--- src/rtl/spi_sequencer.sv ---
// Table-driven SPI transfer sequencer: plays the first N programmed words to an SPI
// master on a rising i_enable, spacing words with an idle gap and capturing each reply.
module spi_sequencer #(
  parameter int SPI_DATA_WIDTH = 8,
  parameter int DEPTH          = 4,
  parameter int GAP_CYCLES     = 2
) (
  input  logic                         i_clock,
  input  logic                         i_reset,
  input  logic                         i_enable,
  input  logic [$clog2(DEPTH+1)-1:0]   i_count,
  input  logic                         i_abort,
  input  logic                         i_cfg_wr,
  input  logic [$clog2(DEPTH)-1:0]     i_cfg_addr,
  input  logic [SPI_DATA_WIDTH-1:0]    i_cfg_data,
  input  logic [SPI_DATA_WIDTH-1:0]    i_data,
  input  logic                         i_done,
  input  logic                         i_busy,
  output logic                         o_enable,
  output logic [SPI_DATA_WIDTH-1:0]    o_data,
  output logic                         o_rd_valid,
  output logic [$clog2(DEPTH)-1:0]     o_rd_index,
  output logic [SPI_DATA_WIDTH-1:0]    o_rd_data,
  output logic                         o_busy,
  output logic                         o_seq_done
);

  localparam int IW = $clog2(DEPTH);
  localparam int CW = $clog2(DEPTH+1);
  localparam int GW = (GAP_CYCLES > 0) ? $clog2(GAP_CYCLES+1) : 1;

  typedef enum logic [1:0] {IDLE, XFER, GAP} state_t;

  state_t                    state_q, state_d;
  logic                      en_s1_q, en_s2_q, start_q;
  logic [CW-1:0]             count_q, count_d;
  logic [IW-1:0]             idx_q, idx_d;
  logic [GW-1:0]             gap_q, gap_d;
  logic                      enable_q, enable_d;
  logic [SPI_DATA_WIDTH-1:0] data_q, data_d;
  logic                      rd_valid_q, rd_valid_d;
  logic [IW-1:0]             rd_index_q, rd_index_d;
  logic [SPI_DATA_WIDTH-1:0] rd_data_q, rd_data_d;
  logic                      seq_done_q, seq_done_d;
  logic [SPI_DATA_WIDTH-1:0] table_q [DEPTH];

  logic [CW-1:0] count_clamped;
  logic          last_word;
  logic          finish_word;

  assign count_clamped = (i_count > CW'(DEPTH)) ? CW'(DEPTH) : i_count;
  assign last_word     = (CW'(idx_q) == (count_q - CW'(1)));
  assign finish_word   = last_word || i_abort;

  always_comb begin : next_state
    state_d = state_q;
    case (state_q)
      IDLE:    if (start_q && (count_clamped != '0)) state_d = XFER;
      XFER:    if (i_done) state_d = finish_word ? IDLE : GAP;
      GAP:     if ((gap_q == '0) && !i_busy) state_d = XFER;
      default: state_d = IDLE;
    endcase
  end

  always_comb begin : outputs
    count_d    = count_q;
    idx_d      = idx_q;
    gap_d      = gap_q;
    enable_d   = enable_q;
    data_d     = data_q;
    rd_valid_d = 1'b0;
    rd_index_d = rd_index_q;
    rd_data_d  = rd_data_q;
    seq_done_d = 1'b0;
    case (state_q)
      IDLE: begin
        enable_d = 1'b0;
        data_d   = '0;
        if (start_q) begin
          if (count_clamped == '0) begin
            seq_done_d = 1'b1;
          end else begin
            count_d  = count_clamped;
            idx_d    = '0;
            enable_d = 1'b1;
            data_d   = table_q[0];
          end
        end
      end
      XFER: begin
        if (i_done) begin
          enable_d   = 1'b0;
          rd_valid_d = 1'b1;
          rd_index_d = idx_q;
          rd_data_d  = i_data;
          if (finish_word) begin
            seq_done_d = 1'b1;
            data_d     = '0;
          end else begin
            idx_d = idx_q + IW'(1);
            gap_d = GW'(GAP_CYCLES);
          end
        end
      end
      GAP: begin
        // The counter parks at zero; i_busy can then hold the gap open indefinitely.
        if (gap_q == '0) begin
          if (!i_busy) begin
            enable_d = 1'b1;
            data_d   = table_q[idx_q];
          end
        end else begin
          gap_d = gap_q - GW'(1);
        end
      end
      default: begin
        enable_d = 1'b0;
        data_d   = '0;
      end
    endcase
  end

  always_ff @(posedge i_clock) begin : state_reg
    if (i_reset) begin
      state_q    <= IDLE;
      en_s1_q    <= 1'b0;
      en_s2_q    <= 1'b0;
      start_q    <= 1'b0;
      count_q    <= '0;
      idx_q      <= '0;
      gap_q      <= '0;
      enable_q   <= 1'b0;
      data_q     <= '0;
      rd_valid_q <= 1'b0;
      rd_index_q <= '0;
      rd_data_q  <= '0;
      seq_done_q <= 1'b0;
    end else begin
      state_q    <= state_d;
      en_s1_q    <= i_enable;
      en_s2_q    <= en_s1_q;
      start_q    <= en_s1_q & ~en_s2_q;
      count_q    <= count_d;
      idx_q      <= idx_d;
      gap_q      <= gap_d;
      enable_q   <= enable_d;
      data_q     <= data_d;
      rd_valid_q <= rd_valid_d;
      rd_index_q <= rd_index_d;
      rd_data_q  <= rd_data_d;
      seq_done_q <= seq_done_d;
    end
  end

  // Table survives reset; writes are blocked once a start is pending so word 0 cannot change under it.
  always_ff @(posedge i_clock) begin : table_wr
    if (i_cfg_wr && (state_q == IDLE) && !start_q && (int'(i_cfg_addr) < DEPTH)) begin
      table_q[i_cfg_addr] <= i_cfg_data;
    end
  end

  assign o_enable   = enable_q;
  assign o_data     = data_q;
  assign o_rd_valid = rd_valid_q;
  assign o_rd_index = rd_index_q;
  assign o_rd_data  = rd_data_q;
  assign o_busy     = (state_q != IDLE);
  assign o_seq_done = seq_done_q;

endmodule
--- config.mk ---
export PLATFORM = sky130hd
export DESIGN_NAME = spi_sequencer
export DESIGN_NICKNAME = d
export VERILOG_FILES = /design/src/rtl/spi_sequencer.sv
export SDC_FILE = /design/constraint.sdc
export NUM_CORES = 1
export LEC_CHECK = 0
export CORE_ASPECT_RATIO = 0.7
export CORE_MARGIN = 5
export CORE_UTILIZATION = 40
export CTS_CLUSTER_SIZE = 20
export DETAILED_ROUTE_END_ITERATION = 8
export GPL_ROUTABILITY_DRIVEN = 0
export GPL_TIMING_DRIVEN = 0
export HOLD_SLACK_MARGIN = 0.05
export MAX_ROUTING_LAYER = met4
export SETUP_SLACK_MARGIN = 0.1
export SYNTH_ARGS = -nofsm -noshare
export SYNTH_HDL_FRONTEND = slang
export SYNTH_SLANG_ARGS = --single-unit
--- constraint.sdc ---
create_clock -name i_clock -period 3.9 [get_ports i_clock]
set_input_delay 1.17 -clock i_clock [delete_from_list [all_inputs] [get_ports i_clock]]
set_output_delay 1.17 -clock i_clock [all_outputs]
set_load 0.03 [all_outputs]
## Word level (Yosys, flattened, before mapping)

Memories as Yosys holds them, arrays and structs flattened. A register that Yosys moved wholly into a read port is not among the register bits.
Cells that the tools add are included.

| word-level totals | value |
|---|---|
| flip-flop bits (word level) | 33 |
| RAM bits | 32 |
| memories kept | 1 |
| output and inout port bits | 22 |
| input port bits | 28 |
| word-level logic and storage cells | 95 |

Memories:

| memory | depth | bits a word | read ports | clocked after Yosys merged registers in | write ports | RTL line | text |
|---|---|---|---|---|---|---|---|
| table_q | 4 | 8 | 2 | 1 | 1 | 45 | `logic [SPI_DATA_WIDTH-1:0] table_q [DEPTH];` |

| operators by class | value |
|---|---|
| $add $sub $neg | 3 |
| order comparisons | 1 |
| multiplexer cells | 38 |
| equality and inequality tests | 13 |
| reduce and logical (&&, ||, !) cells | 22 |
| bitwise operators | 4 |

Operators with widths:

| operator | count |
|---|---|
| $mux W8 | 6 |
| $mux W2 | 13 |
| $pmux W8 S3 | 1 |
| $ne A2 B2 Y1 const B | 10 |
| $mux W1 | 12 |
| $reduce_and A3 Y1 | 3 |
| $pmux W2 S2 | 2 |
| $reduce_and A4 Y1 | 2 |
| $pmux W2 S3 | 1 |
| $reduce_bool A2 Y1 | 3 |
| $reduce_and A5 Y1 | 1 |
| $logic_and A1 B1 Y1 | 4 |
| $logic_not A2 Y1 | 2 |
| $eq A2 B3 Y1 | 1 |
| $gt A3 B3 Y1 const B | 1 |
| $logic_not A3 Y1 | 1 |
| $mux W3 | 1 |
| $not A1 Y1 | 3 |
| $pmux W1 S3 | 1 |
| $reduce_bool A3 Y1 | 1 |
| $sub A3 B1 Y3 const B | 1 |
| $add A2 B1 Y2 const B | 1 |
| $eq A2 B1 Y1 const B | 1 |
| $eq A2 B2 Y1 const B | 1 |
| 7 further kinds | 8 |

## Logic depth before layout (Yosys ltp)

Gate-level depths: netlist of run 1.

| logic depth | value |
|---|---|
| depth in word-level cells | 8 |
| gate-level depth with buffers | 8 |
| gate-level depth less buffers | 6 |

## Worst setup path before layout of run 1

OpenSTA, ideal clock, no wires.

| timing path | value |
|---|---|
| path type | input to register |
| start | in i_cfg_wr |
| end | mem table_q[0][0] (enable) |
| buffers on the path | 0 |
| path slack | 1.342 ns |
| cell stages on the path | 2 |
| data required time | 3.515 ns |
| library setup time | 0.385 ns |
| arrival | 2.173 ns |
| cell sequence | nor3b_1 -> nor3b_1 |

| on the way | value |
|---|---|
| word-level cells in the longest chain between the ends | 4 |

RTL lines:

| what | RTL line | text |
|---|---|---|
| from (decl) | 13 | `input logic i_cfg_wr,` |
| $logic_and A1 B1 Y1 (2 in series) | 157 | `if (i_cfg_wr && (state_q == IDLE) && !start_q && (int'(i_cfg_addr) < DEPTH)) begin` |
| $mux W1 | 157 |  |
| $mux W1 (not written as such) | 158 | `table_q[i_cfg_addr] <= i_cfg_data;` |
| to (decl) | 45 |  |

No other way between the ends.

==> metrics.txt, run 1 <==
total CTS buffers=9; post-CTS setup repair buffer count=0; mapped cell area=around 0.0027 mm²; Worst Path Arrival=3.13 ns; number of global-route vias before repair=1829; layout cells sized above 1=0.149; # nets final=roughly 300; slowest library cell on the worst path=a311oi_1; crit path time final=between 2 and 3 ns; number of H-tree levels=3; CTS tree=done; initial antenna violation count=0; crit start category=input port; RSZ-0062 raised after global routing=no; Buf+Inv Stages, Crit Path=1; maximum clock path buffer count=2; clock slew seen by the registers of the worst setup and hold paths=roughly 0.070 ns; worst r2r src=count_q[0]; Final setup viols=0; clk sinks=67; Placeable Area=0.00666 mm²; Die Footprint=approximately 0.0085 mm²; FFs w/ async S/R, synth=0; LEAKAGE=roughly 1.2 nW; synth warn=0; Crit Path Max Fanout=6; Starting DRT DRC Count=79; Slew headroom=0.396; hold_sp=en_s2_q; crit-path cells=clkdlybuf4s50_1 -> nand3b_1 -> a311oi_1 -> nand3b_1 -> a31oi_1; I/O pin count=50; Synth top area share=0.355; worst skew pair latency=approximately 0.34 ns; instance count of the mapped netlist=212; Die H=between 70 and 80 µm; # diodes=0; Worst Path Required=4.16 ns; Top FF cell, synth=dfxtp_1; Commonest cells post-synth=dfxtp_1 (35), edfxtp_1 (32), nand2_1 (23); Hold EP=start_q; Die W=roughly 110 µm; worst min-delay path class=reg -> reg; Worst Setup Path Type=in -> reg; hold_ws=roughly 0.39 ns; # Max-Cap Violations=0; sequential share of the synthesized area=0.613; mean routed wirelength per cell=roughly 15 µm; Synth area leader=edfxtp_1; Area contributors post-synth=edfxtp_1 (35%), dfxtp_1 (26%), mux4_2 (6.6%); Worst-Margin Slew=~0.90 ns; Power Dens Cells=409 mW/mm²; CTS Hold Bufs=0; Top cell by count, worst path=nand3b_1; Avg Cell Area, Syn=12.8 µm²; maximum VDD drop=~180 µV; port bufs=48; Post-Route Skew=0.00642 ns; worst reg-to-reg setup slack=between 1.5 and 2 ns; Crit path max-delay family=compound AO/OA/AOI/OAI gates; FF+latch count, synth=67; Setup TNS Final=0 ns; largest net degree at the start of global routing=13; Rows=25; fmax=approximately 350 MHz; worst hold stages=1; routed vias=1825; net count after synthesis=242; routed vias/inst=about 4.9; Total Wirelength=approximately 5700 µm; DP Wirelength=4050 µm; Layout area overhead=29.4%; clock root cell=clkbuf_8; status=complete, no violations; CP Capture Type=flop; max incr delay on CP=about 0.8 ns; Final Hold Vio Count=0; GRT Resource Usage Total=0.153; drt pass-1 iters=4; Detail Route Antenna Nets=0; Post-synth EDFFs=32; residual DRC count=0; first-pass GRT wire length=about 9500 µm; Netlist cell types=between 40 and 50; post-cts resize count=0; Slew Viols, Final=0; initial core utilization=0.407; count leader, synth=dfxtp_1; GR Overflow Total=0; reg2reg path depth=6; Final period util=0.738
flip-flops by register name (all words and copies together), names as in the netlist, 2 cells and up, named ones only:
signal / cells
table_q: 32
o_data: 8
o_rd_data: 8
count_q: 3
gap_q: 2
idx_q: 2
o_rd_index: 2
state_q: 2
per-layer routing:
layer / share of wire / vias to the layer above / track usage
met5: 0 / - / -
met4: 0.011 / 0 / 0.0454
met3: 0.043 / 7 / 0.0577
met2: 0.41 / 32 / 0.196
met1: 0.53 / 877 / 0.223
li1: - / 909 / -
worst max-delay path by stage:
stage	start	end	slack (ns)	cells after the start
6_report	i_done	flop	1.02	5
5_1_grt	i_done	flop	0.86	5
4_1_cts	i_cfg_wr	table_q[0][0]	0.65	3
3_5_place_dp	i_cfg_wr	table_q[0][5]	0.30	3
3_3_place_gp	i_cfg_wr	table_q[0][5]	0.40	3
2_1_floorplan	i_cfg_wr	table_q[0][0]	1.34	2
metrics by stage:
stage	total power [mW]	worst slack, ns	utilization	cells	instance area [µm²]
6_report	1.44	1.02	0.526	370	3510
5_1_grt	1.50	0.861	0.526	370	3510
4_1_cts	1.45	0.650	0.526	370	3500
3_5_place_dp	0.894	0.298	0.497	354	3310
3_3_place_gp	0.893	0.402	0.497	354	3310
2_1_floorplan	0.836	1.34	-	212	2710
cells by family (layout without fill, tap and decap cells):
logic type	count (synthesis)	after routing	synth area share
DFF	67	67	0.613
and+or+nand+nor	60	60	0.112
AOI/OAI and AO/OA	56	56	0.153
buffers and inverters	16	80	0.0369
muxes	8	8	0.0665
xor gates and xnor gates	3	3	0.00970
adders and majority gates	2	2	0.00923
where the power goes:
part | total (mW) | switching [mW] | internal (mW) | leakage [nW]
Combinational | 0.115 | 0.0585 | 0.0565 | 0.491
Clock | 0.557 | 0.262 | 0.295 | 0.0901
Sequential | 0.763 | 0.00722 | 0.756 | 0.576
Total | 1.44 | 0.328 | 1.11 | 1.16
cells in the final DEF (no fill, tap or decap), types with 2 or more instances in the layout:
| cell | Yosys | layout |
|---|---|---|
| a22oi_1 | 11 | 11 |
| mux4_2 | 8 | 8 |
| nor3b_1 | 3 | 2 |
| xor2_1 | 2 | 2 |
| o21ai_0 | 2 | 2 |
| dfxtp_1 | 35 | 35 |
| a21oi_1 | 19 | 19 |
| clkinv_4 | 0 | 2 |
| ha_1 | 2 | 2 |
| clkinvlp_4 | 0 | 2 |
| nand2b_1 | 4 | 4 |
| clkdlybuf4s50_1 | 0 | 48 |
| edfxtp_1 | 32 | 32 |
| buf_6 | 4 | 4 |
| inv_1 | 4 | 4 |
| nor2b_1 | 6 | 6 |
| clkbuf_8 | 0 | 9 |
| a31oi_1 | 7 | 7 |
| nor2_1 | 10 | 10 |
| nand3_1 | 2 | 2 |
| clkbuf_1 | 4 | 5 |
| a211oi_2 | 8 | 8 |
| nand2_1 | 23 | 23 |
| nand3b_1 | 4 | 4 |
cell type report:
cell class	instances	area [µm²]
sequential	67	1660
clock inverter	6	66.3
multi-input combinational	129	953
timing repair buffer	48	480
inverter	4	15.0
buffer	12	85.1
clock buffer	10	128
tap	94	118
fill	580	3160
Power figures use the tool's default switching activity.
==> run 2: changes to the inputs <==
==> constraint.sdc (replaced) <==
create_clock -name i_clock -period 2.7 [get_ports i_clock]
set_input_delay 0.81 -clock i_clock [delete_from_list [all_inputs] [get_ports i_clock]]
set_output_delay 0.81 -clock i_clock [all_outputs]
set_load 0.03 [all_outputs]
==> metrics.txt, run 2 (same netlist as run 1, synthesis figures left out) <==
Slew headroom=0.498 (+0.102); routed vias/inst=4.97 (+0.77%); slowest library cell on the worst path=clkdlybuf4s50_1; reg2reg path depth=3 (-3); number of global-route vias before repair=1829 (unchanged); crit start category=flop; Worst-Margin Slew=0.747 ns (-0.153 ns); FF/Latch Area=0.00166 mm² (unchanged); Worst Path Arrival=1.63 ns (-1.50 ns); mean routed wirelength per cell=15.4 µm (+0.53%); RSZ-0062 raised after global routing=no; initial core utilization=0.407 (unchanged); Placeable Area=0.00666 mm² (unchanged); CP Capture Type=output pin; maximum VDD drop=254 µV (+44%); DP Wirelength=4050 µm (unchanged); routed vias=1839 (+0.77%); first-pass GRT wire length=9490 µm (unchanged); Post-Route Skew=0.00642 ns (-0.00000477 ns); GRT Resource Usage Total=0.153 (unchanged); clk sinks=67 (unchanged); commonest non-fill, non-tap cell in the layout=clkdlybuf4s50_1; Starting DRT DRC Count=78 (-1.3%); Worst Path Required=1.89 ns (-2.27 ns); worst hold stages=1 (unchanged); max incr delay on CP=0.61 ns (-0.21 ns); LEAKAGE=1.16 nW (about the same); Die W=108 µm (unchanged); layout cells sized above 1=0.152 (+0.00362); status=complete, no violations; Die H=78.9 µm (unchanged); commonest non-fill, non-tap cells in the layout=clkdlybuf4s50_1 (48), dfxtp_1 (35), edfxtp_1 (32); largest net degree at the start of global routing=13 (unchanged); Buf+Inv Stages, Crit Path=1 (unchanged); Worst Setup Path Type=reg -> out; worst min-delay path class=reg -> reg; total CTS buffers=9 (unchanged); # Max-Cap Violations=0 (unchanged); Top reg by flops=table_q; Final period util=0.904; clock root cell=clkbuf_8; Fillers=580 (unchanged); CTS tree=done; initial antenna violation count=0 (unchanged); residual DRC count=0 (unchanged); # diodes=0 (unchanged); Setup TNS Final=0 ns (unchanged); Placed Instances=354 (unchanged); Final Hold Vio Count=0 (unchanged); Total Wirelength=5700 µm (+0.53%); Power Dens Cells=591 mW/mm² (+44%); worst skew pair latency=0.34 ns (about the same); drt pass-1 iters=4 (unchanged); Rows=25 (unchanged); GR Overflow Total=0 (unchanged); CTS Hold Bufs=0 (unchanged); maximum clock path buffer count=2 (unchanged); fmax=between 400 and 500 MHz; crit path time final=2.44 ns; Post-Layout Cell Count=370 (unchanged); Crit Path Max Fanout=6 (unchanged); port bufs=48 (unchanged); Layout area overhead=29.6%; Worst path depth=2 (-3); Multi-input gate area=960 µm² (+0.66%); Crit path max-delay family=buffers and inverters; Detail Route Antenna Nets=0 (unchanged); post-CTS setup repair buffer count=0 (unchanged); Die Footprint=0.00855 mm² (unchanged); crit-path cells=or2_2 -> clkdlybuf4s50_1; max reg flops=32 (unchanged); hold_ws=0.387 ns (+0.00000200 ns); # nets final=301 (unchanged); Final setup viols=0 (unchanged); I/O pin count=50 (unchanged); number of H-tree levels=3 (unchanged); Slew Viols, Final=0 (unchanged); clock slew seen by the registers of the worst setup and hold paths=0.07 ns (about the same)
[run 2: cell types whose count changed in the layout (fill, tap and decap cells not counted)]
cell	change
a311oi_1	-1
a311oi_2	+1
[run 2: path summary, 6_finish.rpt]
kind / slack (ns) / end / start
max reg2reg: 0.57 / table_q[0][0] / state_q[1]
min reg2reg: 0.39 / start_q / en_s2_q
min: 0.39 / start_q / en_s2_q
max: 0.26 / o_busy / state_q[1]
[run 2: power breakdown]
| group | switching, mW | internal [mW] |
|---|---|---|
| Sequential | 0.0104 | 1.09 |
| Combinational | 0.0851 | 0.0818 |
| Clock | 0.379 | 0.426 |
| Total | 0.475 | 1.60 |
[run 2: area by class of cell]
class	instances	area share
Timing Repair Buffer	48	0.137
Tap cell	94	0.0335
Clock inverter	6	0.0189
Clock buffer	10	0.0363
Multi-Input combinational cell	129	0.273
Inverter	4	0.00427
Buffer	12	0.0242
Sequential cell	67	0.473
[run 2: worst register-to-register path, delay by kind of cell (launching register included)]
family | cells | cell delay [ns]
flops | 1 | 0.35
simple gates | 3 | 1.42
[run 2: what timing repair did]
item / CTS / global route
hold endpoints to repair: 0 / 0
setup endpoints to repair: 8 / 5
gates resized for setup: 1 / 1
[run 2: stage by stage]
stage	utilization	area (µm²)	power (mW)	worst slack [ns]
final	0.527	3510	2.07	0.259
after CTS	0.526	3510	2.10	0.230
after floorplan	-	2710	1.21	0.502
after global routing	0.527	3510	2.17	0.192
after global placement	0.497	3310	1.29	-0.438
after detailed placement	0.497	3310	1.29	-0.542
[run 2: per-layer routing]
| metal | track usage | vias up | share of wire |
|---|---|---|---|
| li1 | - | 910 | - |
| met1 | 0.223 | 887 | 0.53 |
| met2 | 0.196 | 37 | 0.42 |
| met3 | 0.0577 | 5 | 0.049 |
| met4 | 0.0454 | 0 | 0.0084 |
| met5 | - | - | 0 |
==> run 3: changes to the inputs <==
--- a/config.mk
+++ b/config.mk
@@ -10,7 +10,6 @@
 export CORE_UTILIZATION = 40
 export CTS_CLUSTER_SIZE = 20
 export DETAILED_ROUTE_END_ITERATION = 8
-export GPL_ROUTABILITY_DRIVEN = 0
 export GPL_TIMING_DRIVEN = 0
 export HOLD_SLACK_MARGIN = 0.05
 export MAX_ROUTING_LAYER = met4
==> results of run 3 <==
Same layout as run 2: the final DEF is identical, and so are final timing and power.
==> variant 1, RTL diff (settings of run 2) <==
Register the output `o_data` once more; this adds one clock of latency there. The other outputs are not delayed to match.
--- a/src/rtl/spi_sequencer.sv
+++ b/src/rtl/spi_sequencer.sv
@@ -160,7 +160,9 @@
   end
 
   assign o_enable   = enable_q;
-  assign o_data     = data_q;
+  always_ff @(posedge i_clock) begin
+    o_data <= data_q;
+  end
   assign o_rd_valid = rd_valid_q;
   assign o_rd_index = rd_index_q;
   assign o_rd_data  = rd_data_q;
Formal check against the unedited RTL: not equivalent (Yosys sat finds a counterexample within 4 cycles, from zero or initial values and one cycle with i_reset high).
==> variant 1 against run 2 <==
Register-to-register slack gained 0.02 ns. Design area up 4.5%. Setup slack gained 0.013 ns. Die area rose by 5.5%. Sequential cell count up 8. Wire length rose by 1.9%. Power grew 5.5%. Synthesized area is 6.2% higher. Critical path type unchanged.
==> variant 1: results (changes against run 2) <==
Run status:
- The run finished with clean final reports.

Finish:
- The net total in the final layout is 311 (+3.3%).
- The number of multi-input combinational cells in the layout is 130 (+0.78%).
- The multi-input combinational cell area is 956 um2 (-0.39%).
- The layout filler cell count is 597 (+2.9%).
- The layout cell share with drive strength beyond 1 was 0.143 (-0.00882).
- The multi-input gate share of the layout cell area is 0.260 (-0.0127).
- The flip-flop and latch share of the layout cell area is 0.496 (+0.0235).
- The inverter count of the layout excluding clock inverters came to 5 (+1).

Route:
- The routed length on met2 came to 2360 um (-0.25%).
- The wire length on met1 is 3070 um (+2.2%).
- The number of vias per cell is 4.94 (-0.67%).
- The number of DRC markers in iteration 0 came to 103 (+32%).
- The wire length per cell after detailed routing is 15.3 um (-0.75%).

Worst hold path:
- The number of stages on the worst hold path came to 0 (-1).
- The path with the worst hold slack has its endpoint at o_data[6].
- In this run the most critical hold path is launched from data_q[6].

Synth:
- The net count of the mapped netlist came to 252 (+4.1%).
- By area the synthesized netlist is led by sky130_fd_sc_hd__edfxtp_1 33%, sky130_fd_sc_hd__dfxtp_1 30%, sky130_fd_sc_hd__mux4_2 6.3%.
- The adder and majority gate portion of the synthesized area is 0.00870 (-0.000538).
- By count the netlist is led by 43 x sky130_fd_sc_hd__dfxtp_1, 32 x sky130_fd_sc_hd__edfxtp_1, 26 x sky130_fd_sc_hd__nand2_1.
- The number of distinct library cells after synthesis is 40 (-4.8%).
- The multiplexer fraction of the synthesized cell area is 0.0626 (-0.00387).
- The fraction of the yosys area taken by sequential cells is 0.633 (+0.0199).
- The xor-xnor portion of the synthesized cell area is 0.00913 (-0.000565).
- The synthesized netlist cell count is 222 (+4.7%).
- The share of the synthesized area in compound gates (AO/OA/AOI/OAI) is 0.140 (-0.0124).

Pwr:
- The power attributed to the clock group is 794 uW (-1%).
- The leakage component of the power came to 1.23 nW (+6.5%).
- The net switching component of the power came to 477 uW (+0.45%).
- The worst IR drop on VDD is 0.365 mV (+44%).
- The part of the total power dissipated in the clock network is 0.363 (-0.025).

Setup path:
- The minimum setup slack among reg-to-reg paths was 0.59 ns (+0.02 ns).
- The worst flop-to-flop path startpoint is state_q[0].

Place:
- The detailed placement HPWL is 4210 um (+4.0%).
- The number of cells in the design after placement came to 364 (+2.8%).
- The cell area after placement is 0.00348 mm2 (+5.1%).
- The worst setup slack after placement is -0.430 ns (+0.112 ns).

Global routing:
- The global-route met3 utilization is 0.0573 (-0.000342).
- The met1 demand-to-capacity share in global routing came to 0.204 (-0.0190).
- The first-pass GRT wire length came to 9480 um (about the same).
- The total routing resource utilization after global routing was 0.142 (-0.0106).
- The met2 track demand over resource is 0.185 (-0.0107).

STA:
- The tightest slew margin relative to the limit is 0.495 (-0.00262).
- The maximum clock skew at final layout is 0.00338 ns (-0.00304 ns).
- The worst hold-check slack is 0.354 ns (-0.0330 ns).

Clock tree:
- The clock sink total came to 75 (+12%).
- The clock tree root driver cell is sky130_fd_sc_hd__clkbuf_8.

Floorplanning:
- The area of the die is 0.00902 mm2 (+5.5%).
## variant 1: cell count changes after synthesis, sizes merged, moves of 2 or more
cell	before	now
a21oi	19	21
a31oi	7	5
dfxtp	35	43
nand2	23	26
## variant 1: worst max path at each step
stage               endpoint        from  cells after the start  slack, ns
2_1_floorplan  table_q[0][0]    i_cfg_wr                      2       0.50
3_3_place_gp   table_q[0][5]    i_cfg_wr                      3      -0.38
3_5_place_dp   table_q[0][5]    i_cfg_wr                      3      -0.43
4_1_cts               o_busy  state_q[0]                      2       0.24
5_1_grt               o_busy  state_q[0]                      2       0.19
6_report              o_busy  state_q[0]                      2       0.27
## variant 1: logic make-up (layout without fill, tap and decap cells)
family	Yosys count	count (layout)
fa+ha+maj	2	2
xor+xnor	3	3
buf+inv	17	81
mux	8	8
flops	75	75
compound gates	55	55
simple gates	62	62
==> variant 2, RTL diff (config.mk and constraints of run 2) <==
Made on the original files. Change the parameter `DEPTH` from 4 to 2.
--- a/src/rtl/spi_sequencer.sv
+++ b/src/rtl/spi_sequencer.sv
@@ -2,7 +2,7 @@
 // master on a rising i_enable, spacing words with an idle gap and capturing each reply.
 module spi_sequencer #(
   parameter int SPI_DATA_WIDTH = 8,
-  parameter int DEPTH          = 4,
+  parameter int DEPTH          = 2,
   parameter int GAP_CYCLES     = 2
 ) (
   input  logic                         i_clock,
Interface: changed (resized i_cfg_addr, i_count and o_rd_index); port bits go from 50 to 47. No check against the original RTL was run, so the function may have changed too.
==> variant 2 against run 2 <==
Design area down 29%. Register-to-register slack improved by 0.16 ns. Critical path depth rose by 3. Critical path type is now input pin to flop. Wire length fell by 26%. Synthesized area fell by 31%. Power decreased by 35%. Sequential cell count shrank 20. Clock power down 44%. Via count shrank 20%. Hold slack improved by 0.0083 ns. Sequential share of layout area fell by 3.4 points. Maximum frequency up 4.8%. Setup slack better by 0.11 ns.
==> variant 2: results (changes against run 2) <==
Setup path:
- The critical path data arrival time is 2.52 ns (+0.89 ns).
- The largest delay contributor family on the critical path is simple AND/OR/NAND/NOR gates.
- The largest fanout on the critical path is 5 (-1).
- The standard cell with the maximum stage delay on the critical path is sky130_fd_sc_hd__nor4_1.
- The worst setup path is captured at a flop.
- The minimum setup slack among reg-to-reg paths is 0.73 ns (+0.16 ns).
- In this run the worst setup path begins at i_done.

Finish:
- The layout filler cell count came to 376 (-35%).
- The net total in the final layout was 250 (-17%).
- The number of flip-flops in the largest register is 16 (-50%).

Place:
- The detailed placement HPWL came to 3270 um (-19%).
- The cell area after placement is 0.00240 mm2 (-27%).

Clock tree:
- The clock insertion delay at the later pin of the skew report is 0.29 ns (-0.05 ns).
- The total CTS buffers came to 5 (-4).

Pwr:
- The internal power consumption is 1.06 mW (-34%).

Synth:
- By count the netlist is led by 31 x sky130_fd_sc_hd__dfxtp_1, 20 x sky130_fd_sc_hd__nand2_1, 16 x sky130_fd_sc_hd__edfxtp_1.
- The net count of the mapped netlist was 197 (-19%).
- The count of flip-flops with a built-in enable after synthesis was 16 (-50%).
- The multiplexer fraction of the synthesized cell area came to 0.0107 (-0.0558).
- The number of distinct library cells after synthesis is 36 (-14%).
- The fraction of the yosys area taken by sequential cells is 0.590 (-0.0233).
- The share of the synthesized area in compound gates (AO/OA/AOI/OAI) is 0.200 (+0.0476).

STA:
- The worst hold-check slack was 0.395 ns (+0.00831 ns).
- The maximum clock skew at final layout is 0.00436 ns (-0.00206 ns).

Run status:
- The flow ran to the end, and the final reports show no timing, DRC or antenna violations.

Global routing:
- The number of global-route vias before repair is 1,497 (-18%).

Route:
- The number of vias per cell is 5.30 (+6.6%).
-- variant 2: changes by cell type in the layout (fill, tap and decap cells not counted), sizes merged, moves of 4 or more --
cell / before / now
edfxtp: 32 / 16
dfxtp: 35 / 31
a21oi: 19 / 13
a211oi: 9 / 14
a22oi: 11 / 0
a32oi: 0 / 8
a31oi: 7 / 1
mux4: 8 / 0
-- variant 2: worst reg2reg max path: stages (launching register included) --
cell and delay, ns:
sky130_fd_sc_hd__dfxtp_1 0.31, sky130_fd_sc_hd__buf_2 0.16, sky130_fd_sc_hd__nor2_2 0.23, sky130_fd_sc_hd__inv_1 0.11, sky130_fd_sc_hd__nor4b_2 0.79
-- variant 2: worst min path at each step --
stage | depth (start not counted) | endpoint
after floorplan | 1 | start_q
after global placement | 1 | start_q
after detailed placement | 1 | start_q
after CTS | 1 | start_q
after global routing | 1 | start_q
final | 1 | start_q
-- variant 2: timing repair --
action,4_1_cts,5_1_grt
setup endpoints to repair,1,1
hold buffers,0,0
gates resized for setup,1,1
-- variant 2: power groups by stage --
stage | clock (mW) | combinational, mW | sequential, mW
3_5_place_dp | 0 | 0.138 | 0.780
4_1_cts | 0.468 | 0.139 | 0.764
5_1_grt | 0.505 | 0.150 | 0.766
6_report | 0.448 | 0.138 | 0.763
2_1_floorplan | 0 | 0.0554 | 0.790
3_3_place_gp | 0 | 0.135 | 0.779
-- variant 2: cells by family (layout without fill, tap and decap cells) --
| family | after synthesis | count (layout) |
|---|---|---|
| AND/OR/NAND/NOR | 58 | 58 |
| AO/OA/AOI/OAI | 48 | 48 |
| flip-flops | 47 | 47 |
| buffers and inverters | 14 | 68 |
| multiplexers | 2 | 2 |
| adder cells (fa/ha/maj) | 1 | 1 |
-- variant 2: layout make-up --
cell class,instances,share of cell area
Clock buffer,8,0.0399
Timing Repair Buffer,46,0.185
Tap cell,55,0.0274
Buffer,10,0.0205
Sequential cell,47,0.439
Inverter,4,0.00599
Multi-Input combinational cell,109,0.282
-- variant 2: metal layers --
| layer | part of all wire | track usage | up-vias |
|---|---|---|---|
| met4 | 0.012 | 0.0451 | 0 |
| li1 | - | - | 731 |
| met5 | 0 | - | - |
| met3 | 0.057 | 0.0423 | 7 |
| met1 | 0.48 | 0.197 | 704 |
| met2 | 0.45 | 0.238 | 36 |
-- variant 2: per-stage QoR --
| stage | utilization | instances | power (mW) | setup TNS, ns | setup WS [ns] |
|---|---|---|---|---|---|
| after floorplan | - | 170 | 0.846 | 0 | 0.398 |
| after global placement | 0.541 | 271 | 0.914 | -2.74 | -0.343 |
| after detailed placement | 0.542 | 271 | 0.918 | 0 | 0.0850 |
| after CTS | 0.566 | 279 | 1.37 | 0 | 0.144 |
| after global routing | 0.566 | 279 | 1.42 | 0 | 0.136 |
| final | 0.566 | 279 | 1.35 | 0 | 0.371 |
